### src/rtl/servant_wb_rr_arbiter.sv
`default_nettype none
// ============================================================================
// Module      : servant_wb_rr_arbiter
// Description : Three-master round-robin Wishbone arbiter with a per-transaction
//               slave ack timeout and a sticky timeout flag.
// Revision    : 1.0 - initial release
// ============================================================================
module servant_wb_rr_arbiter #(
   parameter int unsigned TIMEOUT = 255
) (
   input  logic        wb_clk,
   input  logic        wb_rst,
   // master 0
   input  logic [31:0] i_m0_adr,
   input  logic [31:0] i_m0_dat,
   input  logic [3:0]  i_m0_sel,
   input  logic        i_m0_we,
   input  logic        i_m0_cyc,
   output logic [31:0] o_m0_rdt,
   output logic        o_m0_ack,
   output logic        o_m0_err,
   // master 1
   input  logic [31:0] i_m1_adr,
   input  logic [31:0] i_m1_dat,
   input  logic [3:0]  i_m1_sel,
   input  logic        i_m1_we,
   input  logic        i_m1_cyc,
   output logic [31:0] o_m1_rdt,
   output logic        o_m1_ack,
   output logic        o_m1_err,
   // master 2
   input  logic [31:0] i_m2_adr,
   input  logic [31:0] i_m2_dat,
   input  logic [3:0]  i_m2_sel,
   input  logic        i_m2_we,
   input  logic        i_m2_cyc,
   output logic [31:0] o_m2_rdt,
   output logic        o_m2_ack,
   output logic        o_m2_err,
   // slave
   output logic [31:0] o_s_adr,
   output logic [31:0] o_s_dat,
   output logic [3:0]  o_s_sel,
   output logic        o_s_we,
   output logic        o_s_cyc,
   input  logic [31:0] i_s_rdt,
   input  logic        i_s_ack,
   // status
   output logic        o_timeout
);

   typedef enum logic [0:0] {
      ST_IDLE = 1'b0,
      ST_BUSY = 1'b1
   } state_t;

   // Counter value on the last BUSY cycle allowed before the error fires:
   // the first BUSY cycle sees a count of zero.
   localparam logic [15:0] C_CNT_LAST = 16'(TIMEOUT - 1);

   state_t      r_state;
   logic [1:0]  r_grant;
   logic [1:0]  r_prio;
   logic [15:0] r_cnt;
   logic        r_timeout;

   logic [2:0]  w_cyc;
   logic        w_gnt_cyc;
   logic        w_active;
   logic        w_done;
   logic        w_expire;
   logic [1:0]  w_idx1;
   logic [1:0]  w_idx2;
   logic [1:0]  w_pick;
   logic [1:0]  w_next_prio;
   logic [2:0]  w_ack_vec;
   logic [2:0]  w_err_vec;
   logic [31:0] w_rdt [3];

   assign w_cyc = {i_m2_cyc, i_m1_cyc, i_m0_cyc};

   // Request line of the currently granted master.
   always_comb begin
      w_gnt_cyc = 1'b0;
      case (r_grant)
         2'd0:    w_gnt_cyc = i_m0_cyc;
         2'd1:    w_gnt_cyc = i_m1_cyc;
         2'd2:    w_gnt_cyc = i_m2_cyc;
         default: w_gnt_cyc = 1'b0;
      endcase
   end

   assign w_active = (r_state == ST_BUSY) && w_gnt_cyc;
   assign w_done   = w_active && i_s_ack;
   // Ack on the expiry cycle wins over the timeout.
   assign w_expire = w_active && !i_s_ack && (r_cnt == C_CNT_LAST);
   assign o_s_cyc  = w_active && !w_expire;

   // Slave request fields follow the granted master.
   always_comb begin
      o_s_adr = i_m0_adr;
      o_s_dat = i_m0_dat;
      o_s_sel = i_m0_sel;
      o_s_we  = i_m0_we;
      case (r_grant)
         2'd1: begin
            o_s_adr = i_m1_adr;
            o_s_dat = i_m1_dat;
            o_s_sel = i_m1_sel;
            o_s_we  = i_m1_we;
         end
         2'd2: begin
            o_s_adr = i_m2_adr;
            o_s_dat = i_m2_dat;
            o_s_sel = i_m2_sel;
            o_s_we  = i_m2_we;
         end
         default: ;
      endcase
   end

   // Round-robin scan order p, p+1, p+2 (mod 3); pointer only holds 0..2.
   always_comb begin
      w_idx1 = (r_prio == 2'd2) ? 2'd0 : r_prio + 2'd1;
      w_idx2 = (r_prio == 2'd0) ? 2'd2 : r_prio - 2'd1;
      if (w_cyc[r_prio])
         w_pick = r_prio;
      else if (w_cyc[w_idx1])
         w_pick = w_idx1;
      else
         w_pick = w_idx2;
      w_next_prio = (r_grant == 2'd2) ? 2'd0 : r_grant + 2'd1;
   end

   // Per-master response routing: only the granted master ever sees data/ack/err.
   for (genvar i = 0; i < 3; i++) begin : g_resp
      assign w_ack_vec[i] = w_done   && (r_grant == 2'(i));
      assign w_err_vec[i] = w_expire && (r_grant == 2'(i));
      assign w_rdt[i]     = (r_grant == 2'(i)) ? i_s_rdt : 32'h0;
   end

   assign o_m0_ack = w_ack_vec[0];
   assign o_m1_ack = w_ack_vec[1];
   assign o_m2_ack = w_ack_vec[2];
   assign o_m0_err = w_err_vec[0];
   assign o_m1_err = w_err_vec[1];
   assign o_m2_err = w_err_vec[2];
   assign o_m0_rdt = w_rdt[0];
   assign o_m1_rdt = w_rdt[1];
   assign o_m2_rdt = w_rdt[2];
   assign o_timeout = r_timeout;

   // Arbitration FSM: grant in IDLE, hold the grant in BUSY until ack, timeout or abandon.
   always_ff @(posedge wb_clk or posedge wb_rst) begin
      if (wb_rst) begin
         r_state   <= ST_IDLE;
         r_grant   <= 2'd0;
         r_prio    <= 2'd0;
         r_cnt     <= 16'd0;
         r_timeout <= 1'b0;
      end else begin
         case (r_state)
            ST_IDLE: begin
               if (|w_cyc) begin
                  r_grant <= w_pick;
                  r_cnt   <= 16'd0;
                  r_state <= ST_BUSY;
               end
            end
            ST_BUSY: begin
               if (!w_gnt_cyc) begin
                  // Master gave up: no response, pointer left where it was.
                  r_state <= ST_IDLE;
               end else if (i_s_ack) begin
                  r_state <= ST_IDLE;
                  r_prio  <= w_next_prio;
               end else if (w_expire) begin
                  r_state   <= ST_IDLE;
                  r_prio    <= w_next_prio;
                  r_timeout <= 1'b1;
               end else begin
                  r_cnt <= r_cnt + 16'd1;
               end
            end
            default: r_state <= ST_IDLE;
         endcase
      end
   end

endmodule
`default_nettype wire

### config.mk
export PLATFORM = sky130hd
export DESIGN_NAME = servant_wb_rr_arbiter
export DESIGN_NICKNAME = d
export VERILOG_FILES = /design/src/rtl/servant_wb_rr_arbiter.sv
export SDC_FILE = /design/constraint.sdc
export NUM_CORES = 1
export LEC_CHECK = 0
export BUFFER_PORTS_ARGS = -buffer_cell sky130_fd_sc_hd__buf_2
export CAP_MARGIN = 0
export CELL_PAD_IN_SITES_DETAIL_PLACEMENT = 1
export CELL_PAD_IN_SITES_GLOBAL_PLACEMENT = 1
export CORE_AREA = 2 2 164 166
export DETAILED_ROUTE_END_ITERATION = 7
export DIE_AREA = 0 0 166 168
export PLACE_DENSITY = 0.58
export SYNTH_ARGS = -nofsm -noshare
export SYNTH_HDL_FRONTEND = slang
export SYNTH_SLANG_ARGS = --single-unit
### constraint.sdc
create_clock -name wb_clk -period 2.4 [get_ports wb_clk]
set_clock_uncertainty 0.15 [all_clocks]
set_input_delay 0.36 -clock wb_clk [delete_from_list [all_inputs] [get_ports wb_clk]]
set_output_delay 0.36 -clock wb_clk [all_outputs]
set_load 0.03 [all_outputs]
# Word level (Yosys, flattened, before mapping)
# Cells that the tools add are included.
dict set report classes {
  n_addsub 4
  mul 0
  div 0
  magnitude_cmp 2
  eq_ne 8
  shifts 0
  n_mux 29
  bitwise_logic 2
  n_reduce_logical 21
}
# op n
set op_table {}
lappend op_table {{case mux 32 bit (2 select lines)} 2}
lappend op_table {{2-to-1 mux 32 bit} 3}
lappend op_table {{2-to-1 mux 16 bit} 4}
lappend op_table {{case mux 16 bit (2 select lines)} 1}
lappend op_table {{adder 16 x 1 -> 16 bit (second input constant)} 1}
lappend op_table {{equality test 16 x 8 -> 1 bit (second input constant)} 1}
lappend op_table {{2-to-1 mux 2 bit} 7}
lappend op_table {{logical AND 1 bit} 11}
lappend op_table {{case mux 4 bit (2 select lines)} 1}
lappend op_table {{AND reduction 4 bit} 2}
lappend op_table {{less-than comparator 2 x 3 -> 1 bit (second input constant)} 2}
lappend op_table {{2-to-1 mux 1 bit} 6}
lappend op_table {{!= test 2 bit (second input constant)} 3}
lappend op_table {{adder 2 x 1 -> 2 bit (second input constant)} 2}
lappend op_table {{binary-select mux 1 bit (select 2 bit)} 2}
lappend op_table {{equality test 2 bit (second input constant)} 2}
lappend op_table {{zero test 2 bit} 2}
lappend op_table {{case mux 1 bit (2 select lines)} 2}
lappend op_table {{case mux 1 bit (3 select lines)} 1}
lappend op_table {{AND reduction 3 bit} 1}
lappend op_table {{OR reduction 3 bit} 1}
lappend op_table {{equality test 2 x 1 -> 1 bit (second input constant)} 1}
lappend op_table {{zero test 1 bit} 2}
lappend op_table {{!= test 2 x 1 -> 1 bit (second input constant)} 1}
lappend op_table {{4 further kinds} 5}
dict set report word_totals {
  ff_bits 22
  latch_bits 0
  ramBits 0
  rom_bits 0
  out_inout_bits 173
  word_cells 71
  n_memories 0
}

# Depth between registers and ports, before layout
dict set report logic_depth {
  word_depth 9
  mapped_depth 8
}

# Worst setup path after synthesis
# No wires, ideal clock.
dict set report synth_timing {
  kind {register -> output}
  from {register r_grant[0]}
  to {output port o_s_adr[8]}
  arrival_time_ps 2024
  required_ps 1890
  path_slack_ps -134
  stages_incl_launch_ff 8
  path_buffers 3
  cell_sequence {dfrtp_1 inv_1 ha_1 clkbuf_1 clkbuf_1 buf_1 a22oi_1 a21oi_1}
}
dict set report synth_via {
  elab_chain_len 2
  word_cells_on_any_way 3
}
# item line_no
set synth_rtl {}
lappend synth_rtl {{start: declaration} 62} ;# logic [1:0] r_grant;
lappend synth_rtl {{start signal: assignment} 165} ;# r_grant <= w_pick;
lappend synth_rtl {{equality test 2 bit / equality test 2 x 1 -> 1 bit (equally long branches)} 105} ;# case (r_grant)
lappend synth_rtl {{case mux 32 bit (2 select lines) *} 105}
lappend synth_rtl {{end: declaration} 41} ;# output logic [31:0] o_s_adr,
# Every way passes the cells marked *; elsewhere a longest branch is shown, timed or not.

# Worst setup path after layout
dict set report layout_timing {
  from {register r_grant[0]}
  to {output port o_m0_ack}
}
dict set report layout_via {
  elab_chain_len 5
  word_cells_on_any_way 7
}
# item line_no
set layout_rtl {}
lappend layout_rtl {{equality test 2 bit, or another cell as far along} 85} ;# case (r_grant)
lappend layout_rtl {{case mux 1 bit (3 select lines)} 85}
lappend layout_rtl {{logical AND 1 bit} 93} ;# assign w_active = (r_state == ST_BUSY) && w_gnt_cyc;
lappend layout_rtl {{logical AND 1 bit} 94} ;# assign w_done = w_active && i_s_ack;
lappend layout_rtl {{logical AND 1 bit *} 137} ;# assign w_ack_vec[i] = w_done && (r_grant == 2'(i));
lappend layout_rtl {{end: declaration} 20} ;# output logic o_m0_ack,
# Marked as above.

==> results by group <==
Timing
  • Final worst-path cycle share: 102%
  • Worst-Margin Slew: 514 ps
  • Final setup margin: -56.8 ps
  • Unrepaired setup endpoints after global routing: yes
  • Max-Slew Margin vs Limit: 65.6%
  • Final Max Slew Viols: 0
  • Final setup viols: 7
  • Fmax: 407 MHz
  • Min Hold Slack: 310 ps
  • Crit path time final: 2460 ps
  • Hold Fails Final Rpt: 0

Final layout
  • Commonest non-fill, non-tap cell in the layout: buf_2
  • Layout Nets: 1193
  • Final Util: 27.8%
  • Layout area overhead: 115%
  • Share of cells above drive strength 1: 63.1%
  • Commonest non-fill, non-tap cells in the layout: buf_2 (356), and2_1 (97), nor2_1 (74)

Clock tree
  • Clk Latency, worst-skew pair: 260 ps
  • CTS tree: built
  • Clk sinks: 22
  • CTS Root Cell: clkbuf_16
  • CTS Buf Count: 3
  • Clk slew on worst S/H paths: 60 ps
  • H-tree Lvls: 1
  • CTS max path bufs: 2

Run status
  • Status: complete, but fails checks
  • Failing checks: negative setup slack

Floorplan
  • CORE AREA: 26400 um^2
  • Die Footprint: 27900 um^2
  • Initial Util: 12.9%
  • Num rows: 60
  • Chip width: 166 um
  • IO Count: 418
  • Die height: 168 um

Route
  • Wire per inst: 18.9 um
  • M1 WL: 10200 um
  • WL met2: 12300 um
  • Top routing layer in use: met5
  • Via count: 5557
  • Routed WL: 24200 um
  • Final ANT Viol Nets: 0
  • TritonRoute pass-1 iters: 4
  • Initial DRC count: 153
  • WL met3: 1390 um
  • Avg Vias per Cell: 4.35
  • # DRC: 0

Worst setup path
  • Worst R2R Start: r_grant[0]
  • Reg2Reg Depth: 10
  • Crit path DAT: 1950 ps
  • Setup slack, reg-to-reg: 30 ps
  • WS Path Type: register to primary output
  • Reg2Reg Capture Point: r_cnt[10]
  • Critical path capture point type: primary output
  • CP Data Required Time: 1890 ps
  • Setup crit start kind: register
  • Worst Path Max Fanout: 6

Power
  • Clock power share: 2.8%
  • IR drop worst, VDD: 0.620 mV
  • Net Sw Frac: 59.9%
  • Leak: 3.61 nW
  • Int Pwr: 5.74 mW
  • Overall Power: 14.3 mW
  • P_sw: 8.58 mW
  • Comb power frac: 93.8%
  • Reg power frac: 3.4%
  • Power density cells: 1960 nW/um^2

Logic synthesis
  • Syn nets: 766
  • #FFs+latches synth: 22
  • Seq/Total Area, Yosys: 16.2%
  • Syn Area/Cell: 6.67 um^2
  • Synth async-reset ratio: 100%
  • Number of synthesized flops with an enable pin: 0
  • Netlist cell types: 44
  • Cell Area, Synth: 3400 um^2
  • Most common flop cell mapped by yosys: dfrtp_1
  • Yosys warning total: 0
  • Cells after Synth: 510

GRT
  • Initial antenna violation count: 2
  • Gr usage total: 15.2%
  • Largest net degree at the start of global routing: 49
  • First-pass GRT wire length: 33400 um
  • Grt ovf: 0
  • Vias in the first global route: 5498

Worst hold path
  • Hold path depth: 1
  • Min-Delay Startpoint: o_timeout
  • Hold endpoint: o_timeout
  • Min-delay worst type: register to register

Place
  • Pre-CTS setup slack: -334 ps
  • Final Wtd Congestion: 0.819
  • IO Port Bufs: 417
  • DP HPWL: 18700 um

Run
  • Total of max-cap violations: 0
-- cell type report --
cell class	count	area, um^2
diodes	1	2.50
clock buffers	4	88.8
fillers	3294	19000
inverters	8	30.0
multi-input cells	431	3150
flip-flops and latches	22	551
well taps	341	427
repair buffers	471	3070
-- worst max-delay path by stage --
stage,depth (start not counted),end,from,slack (ps)
2_1_floorplan,6,o_s_adr[0],r_grant[0],20
3_3_place_gp,6,o_m1_err,r_grant[0],-290
3_5_place_dp,6,o_m1_err,r_grant[0],-330
4_1_cts,8,o_s_cyc,r_grant[0],-70
5_1_grt,8,o_m0_ack,r_grant[0],-120
6_report,8,o_m0_ack,r_grant[0],-60
-- per-layer routing --
layer / vias to the layer above / GRT usage, %
li1: 2681 / -
met1: 2676 / 18.7
met2: 183 / 27.6
met3: 15 / 3.15
met4: 2 / 2.50
met5: - / 0
-- metrics by stage --
step	setup TNS (ps)	cells	instance area, um^2
after detailed placement	-2610	1253	6280
after global placement	-2070	1253	6280
after floorplan	0	510	3590
final	-355	1278	7320
after CTS	-67.5	1264	6700
after global routing	-1460	1277	7320
-- sequential cells by signal, indices dropped and copies added, names as in the netlist --
signal     cells
r_prio         2
r_state        1
r_cnt         16
r_grant        2
o_timeout      1
-- timing repair --
item,4_1_cts,5_1_grt
hold buffers,1,0
gates cloned,2,7
pin swaps,6,21
endpoints found under the hold margin,7,0
resized for setup,68,118
endpoints found under the setup margin,121,82
buffers inserted,5,7
-- worst max-delay path, stage by stage, from the launching register on --
cell,delay [ps]
dfrtp_1,400
buf_6,140
ha_4,150
a222oi_1,310
buf_4,190
nor3b_4,50
buf_6,130
and3_4,170
buf_6,130
-- power by group through the flow --
stage	Clock, mW	Sequential [mW]	Combinational (mW)
6_report	0.408	0.487	13.4
3_5_place_dp	0	0.491	11.1
2_1_floorplan	0	0.476	7.26
5_1_grt	0.432	0.501	14.2
4_1_cts	0.416	0.489	11.9
3_3_place_gp	0	0.489	11.1
-- cells in the mapped netlist (3+ instances only) --
library cell  count  area share (%)
nor4_1            5            0.92
o31ai_1           3            0.66
a2bb2oi_1         3            0.77
inv_1             8            0.88
nand2b_1          6             1.1
nor2_1           75             8.3
and4_1            3            0.77
buf_1             6            0.66
o21ai_0           3            0.44
nand2_1          16             1.8
a22oi_1          69              15
a21oi_1          75              11
nand4_1           5            0.92
dfrtp_1          22              16
a31oi_1           5            0.92
mux2i_1           8             2.4
clkbuf_1         39             4.3
and2_1           97              18
nand3_1           6            0.88
and3_1            8             1.5
nor3_1            4            0.59
ha_1             11             4.0
buf_2             3            0.44
-- cell families (layout without fill, tap and decap cells) --
| kind of cell | count (synthesis) | in the layout | share of synthesized area (%) |
|---|---|---|---|
| multiplexers | 10 | 10 | 3.02 |
| adder cells (fa/ha/maj) | 11 | 11 | 4.05 |
| AND/OR/NAND/NOR | 241 | 241 | 38.4 |
| other | 0 | 1 | 0 |
| flip-flops | 22 | 22 | 16.2 |
| buffers and inverters | 57 | 483 | 6.51 |
| AO/OA/AOI/OAI | 169 | 169 | 31.8 |
No activity file was read; power rests on OpenSTA's default activity.
